File: src/rtl/timer_bank.sv
// Multi-channel programmable interval timer.
// A single free-running prescaler produces a shared tick. Each channel has an
// up-counter that compares against its own value, reloads to zero on a hit,
// and optionally stops after the first hit (one-shot). A hit sets a sticky
// interrupt that stays pending until it is acknowledged.
module timer_bank #(
  parameter int CPU_WIDTH = 16,
  parameter int CNT_WIDTH = 26,
  parameter int NUM_CH    = 2,
  parameter int PSC_WIDTH = 8
) (
  input  logic                          clk,
  input  logic                          rst,
  input  logic [PSC_WIDTH-1:0]          psc,
  input  logic [NUM_CH-1:0]             en,
  input  logic [NUM_CH-1:0]             mode,
  input  logic [NUM_CH-1:0]             load,
  input  logic [NUM_CH*CNT_WIDTH-1:0]   cmp,
  input  logic [NUM_CH-1:0]             irq_ack,
  output logic [NUM_CH-1:0]             irq,
  output logic [NUM_CH-1:0]             running,
  output logic [NUM_CH*CPU_WIDTH-1:0]   count
);

  logic [PSC_WIDTH-1:0] psc_cnt;
  logic                 tick;

  // Tick when the prescaler reaches the divide value. If psc is lowered
  // below the current psc_cnt, the counter simply runs on and wraps to 0.
  assign tick = (psc_cnt == psc);

  // Shared prescaler: free-running, cleared on every tick.
  always_ff @(posedge clk) begin
    if (rst) begin
      psc_cnt <= '0;
    end else if (tick) begin
      psc_cnt <= '0;
    end else begin
      psc_cnt <= psc_cnt + 1'b1;
    end
  end

  for (genvar i = 0; i < NUM_CH; i++) begin : g_ch
    logic [CNT_WIDTH-1:0] cnt_r;
    logic                 run_r;
    logic                 irq_r;
    logic [CNT_WIDTH-1:0] cmp_ch;
    logic                 adv;
    logic                 hit;

    assign cmp_ch = cmp[i*CNT_WIDTH +: CNT_WIDTH];
    // A counting opportunity for this channel; load takes precedence, so a
    // load edge never produces a hit.
    assign adv    = en[i] & run_r & tick & ~load[i];
    assign hit    = adv & (cnt_r == cmp_ch);

    // Counter and armed flag: load, then hit, then plain increment.
    // Counting past a lowered compare value wraps naturally with no hit.
    always_ff @(posedge clk) begin
      if (rst) begin
        cnt_r <= '0;
        run_r <= 1'b1;
      end else if (load[i]) begin
        cnt_r <= '0;
        run_r <= 1'b1;
      end else if (hit) begin
        cnt_r <= '0;
        if (mode[i]) begin
          run_r <= 1'b0;
        end
      end else if (adv) begin
        cnt_r <= cnt_r + 1'b1;
      end
    end

    // Sticky interrupt: a hit wins over a simultaneous acknowledge.
    always_ff @(posedge clk) begin
      if (rst) begin
        irq_r <= 1'b0;
      end else if (hit) begin
        irq_r <= 1'b1;
      end else if (irq_ack[i]) begin
        irq_r <= 1'b0;
      end
    end

    assign irq[i]     = irq_r;
    assign running[i] = run_r;

    if (CPU_WIDTH > CNT_WIDTH) begin : g_ext
      assign count[i*CPU_WIDTH +: CPU_WIDTH] = {{(CPU_WIDTH-CNT_WIDTH){1'b0}}, cnt_r};
    end else begin : g_trunc
      assign count[i*CPU_WIDTH +: CPU_WIDTH] = cnt_r[CPU_WIDTH-1:0];
    end
  end

endmodule

File: config.mk
export PLATFORM = sky130hd
export DESIGN_NAME = timer_bank
export DESIGN_NICKNAME = d
export VERILOG_FILES = /design/src/rtl/timer_bank.sv
export SDC_FILE = /design/constraint.sdc
export NUM_CORES = 1
export LEC_CHECK = 0
export BUFFER_PORTS_ARGS = -buffer_cell sky130_fd_sc_hd__buf_2
export CORE_ASPECT_RATIO = 0.7
export CORE_MARGIN = 5
export CORE_UTILIZATION = 53
export CTS_BUF_LIST = sky130_fd_sc_hd__clkbuf_4 sky130_fd_sc_hd__clkbuf_8 sky130_fd_sc_hd__clkbuf_16
export DETAILED_ROUTE_END_ITERATION = 8
export MAX_ROUTING_LAYER = met4
export PLACE_DENSITY = 0.8
export SYNTH_ARGS = -nofsm -noshare
export SYNTH_HDL_FRONTEND = slang
export SYNTH_SLANG_ARGS = --single-unit
File: constraint.sdc
create_clock -name clk -period 2.6 [get_ports clk]
set_input_delay 0.13 -clock clk [delete_from_list [all_inputs] [get_ports clk]]
set_output_delay 0.13 -clock clk [all_outputs]
set_load 0.02 [all_outputs]
==> impl_metrics.yaml <==
critical_path:
  critical_path_arrival_ns: 2.65
  worst_r2r_path_depth: 5
  start_kind: "register"
  crit_path_cell_trace: "xnor2_1 -> nand4_1 -> or4_1 -> or3_1 -> a21oi_1"
  crit_path_max_fanout: 13
  r2r_path_start: "psc_cnt[5]$_SDFF_PP0_"
  flop_to_flop_setup_slack_ns: 0.22
  slowest_stage: "or4_1"
  critPathCaptureType: "register"
  max_stage_delay_ns: 0.84
  cp_data_required_time_ns: 2.87
  timing_worst_setup_path_type: "reg2reg"
  crit-reg2reg-capture: "g_ch[1].cnt_r[17]$_SDFFE_PP0P_"
timing:
  fmax_mhz: 421
  finalSetupTns_ns: 0
  timing_hold_violations_final: 0
  max_slew.worst_pin.slew_ns: 0.602
  total_setup_violations_reported_at_the_end_of_the_flow: 0
  fin_crit_sh_pct: 91.5
  fin_worst_skew_ns: 0.0182
  rsz0062_at_grt: "false"
  maxSlewHeadroom_pct: 59.5
  final.min_clock_period_ns: 2.38
  timing.final.max_slew_violations: 0
synthesis:
  synth_area_leader_cell: "dfxtp_1"
  syn_area_per_cell_um2: 8.24
  synth_top_family_by_area: "simple AND/OR/NAND/NOR gates"
  synthTopCellsByCount: "dfxtp_1, xnor2_1, xor2_1, buf_4, nor2_1"
  post_synth_and_or_nand_nor_area_fraction_pct: 27.2
  synth.mux.area_fraction_pct: 0.509
  synth_compound_area_share_pct: 9.84
  ys_warnings: 0
  yosysTopAreaCellShare_pct: 32.6
  synth-seq-cells: 64
  yosys-top-cells-area: "dfxtp_1, xnor2_1, xor2_1, buf_4, nand4_1"
  synthesized_area_fraction_occupied_by_adder_cells_pct: 0.955
  mappedNetlistNets: 550
  post_synth_inst_count: 477
  synth-edff-count: 0
  synth.yosys.seq_area_share_pct: 32.6
  ys_async_sr_fraction_pct: 0
  ys_types: 38
  synth.most_common_cell: "dfxtp_1"
  ys_dominant_reg_cell: "dfxtp_1"
  synth-xor-area-share_pct: 18.9
  synthesis.area_um2: 3930
clock_network:
  cts_root_buf: "clkbuf_8"
  post_cts_buffers: 0
  cts.clk_slew.worst_paths_ns: 0.07
  max-clock-path-buffers: 2
  cts_tree: "done"
  tritoncts_num_sinks: 64
  cts_inserted_buffers: 9
  clk_latency_ns: 0.35
  htree_levels: 3
grt:
  gr-total-overflow: 0
  combined_global_route_utilization_of_all_metal_layers_pct: 22.9
  via_count_of_the_first_global_routing_pass: 3414
  pin_count_of_the_biggest_net_entering_global_routing: 27
  grt_pass1_wl_mm: 16.5
  grt_antenna_before_repair: 0
pwr:
  power.net_switching_w: 0.000508
  vdd_ir_drop_max_mv: 0.307
  clock_power_share_pct: 42.6
  pwr-share-comb_pct: 8.3
  report.power.total_w: 0.00202
  p_int_w: 0.00151
  p_sw_share_pct: 25.2
  power_leakage_nw: 1.76
  p_seq_share_pct: 49.1
  cellPowerDensity_nw_per_um2: 438
cells_and_area:
  layout-drive-gt1-share_pct: 26.7
  final_net_count: 633
  areaGrowthSynthToFinish_pct: 17.2
  final_area_um2: 4600
  antenna_cells_inserted: 0
floorplanning:
  std_cell_rows: 26
  io_pins: 106
  die_extent_in_x_um: 113
  floorplan.die_area_um2: 9260
  floorplan.die.height_um: 82.0
  core_region_area_um2: 7250
  start_util_pct: 54.2
detailed_routing:
  via_per_inst: 5.68
  vias: 3766
  drt_first_iter_violations: 265
  number_of_remaining_drc_errors: 0
  drt-wirelength-per-cell_um: 15.8
  first_pass_iters: 5
  routed_wl_mm: 10.5
  drtAntennaViolNets: 0
hold_path:
  hold_path_depth: 2
  worst_hold_startpoint: "load[1]"
  hp-class: "in2reg"
  min_delay_worst_endpoint: "g_ch[1].run_r$_SDFFE_PP1P_"
placement:
  placedInstanceArea_um2: 4390
  hpwl_mm: 8.07
  port-buffer-count: 105
  gp_routability_congestion: 0.902
run_status:
  run_status: "complete, no violations"
flow_run:
  drv_cap: 0
-- critical path, delay by kind of cell, from the launching register on --
family          cells  cell delay (ns)
xor+xnor            1             0.16
compound gates      1             0.16
flops               1             0.40
simple gates        3             1.59
-- sequential cells by signal (all words and copies together) (netlist names) --
| signal | flops |
|---|---|
| g_ch.cnt_r | 52 |
| psc_cnt | 8 |
| g_ch.irq_r | 2 |
| g_ch.run_r | 2 |
-- per-stage QoR --
step                hold WS, ns  instances  setup slack [ns]  utilization (%)
finish                   0.0226        663             0.222             63.5
global route             0.0129        663            0.0480             63.5
CTS                     0.00860        663             0.135             63.4
detailed placement        0.353        646             0.146             60.6
global placement          0.349        646             0.250             60.6
floorplan                 0.199        477             0.447                -
-- worst max-delay path by stage --
stage | slack (ns) | from | end | depth (start not counted)
3_3_place_gp | 0.25 | psc_cnt[5]$_SDFF_PP0_ | g_ch[0].cnt_r[21]$_SDFFE_PP0P_ | 5
2_1_floorplan | 0.45 | g_ch[0].cnt_r[7]$_SDFFE_PP0P_ | g_ch[0].cnt_r[25]$_SDFFE_PP0P_ | 5
4_1_cts | 0.13 | psc_cnt[5]$_SDFF_PP0_ | g_ch[0].cnt_r[23]$_SDFFE_PP0P_ | 5
5_1_grt | 0.05 | psc_cnt[5]$_SDFF_PP0_ | g_ch[1].cnt_r[17]$_SDFFE_PP0P_ | 5
3_5_place_dp | 0.15 | psc_cnt[5]$_SDFF_PP0_ | g_ch[0].cnt_r[23]$_SDFFE_PP0P_ | 5
6_report | 0.22 | psc_cnt[5]$_SDFF_PP0_ | g_ch[1].cnt_r[17]$_SDFFE_PP0P_ | 5
-- per-layer routing --
layer / vias to the layer above / track usage [%] / wire (um)
li1: 1840 / - / -
met1: 1749 / 31.0 / 4820
met2: 167 / 34.4 / 4610
met3: 10 / 5.82 / 942
met4: 0 / 5.64 / 97
met5: - / - / 0
-- cell type report --
type                       instances  area (um2)
clock inverter                     7        72.6
tap                               98         123
inverter                          11        41.3
sequential                        64        1280
fill                             641        2650
multi-input combinational        346        2260
clock buffer                       9         124
timing repair buffer             128         701
-- what timing repair did --
item | in CTS | in global routing
setup endpoints to repair | 0 | 5
endpoints found under the hold margin | 1 | 0
hold buffers | 1 | 0
resized for setup | 0 | 1
-- layout by cell type (no fill, tap or decap), types with 4 or more instances in the layout --
cell type    n
and4_1       8
xor2_1      38
o21ai_0     24
nor2_1      35
inv_1       11
dfxtp_1     64
or3_1       24
nor4_1      16
nand3_1     23
and3_1       7
nand4_1     27
buf_4       22
and2_1       4
or4_1        9
xnor2_1     47
o31ai_1      6
buf_2      105
nand2_1     18
clkbuf_8     9
a21oi_1     33
-- cells by family after synthesis --
group           count (synthesis)
fa+ha+maj                       3
flops                          64
buf+inv                        67
mux                             2
simple gates                  187
compound gates                 69
xor+xnor                       85
-- power groups by stage --
stage	Clock (W)	Combinational (W)	Sequential [W]
global placement	0	0.000160	0.00101
floorplan	0	0.0000786	0.00101
finish	0.000860	0.000168	0.000990
global route	0.000919	0.000184	0.000990
CTS	0.000869	0.000167	0.000990
detailed placement	0	0.000165	0.00101
(Power assumes the default switching activity.)
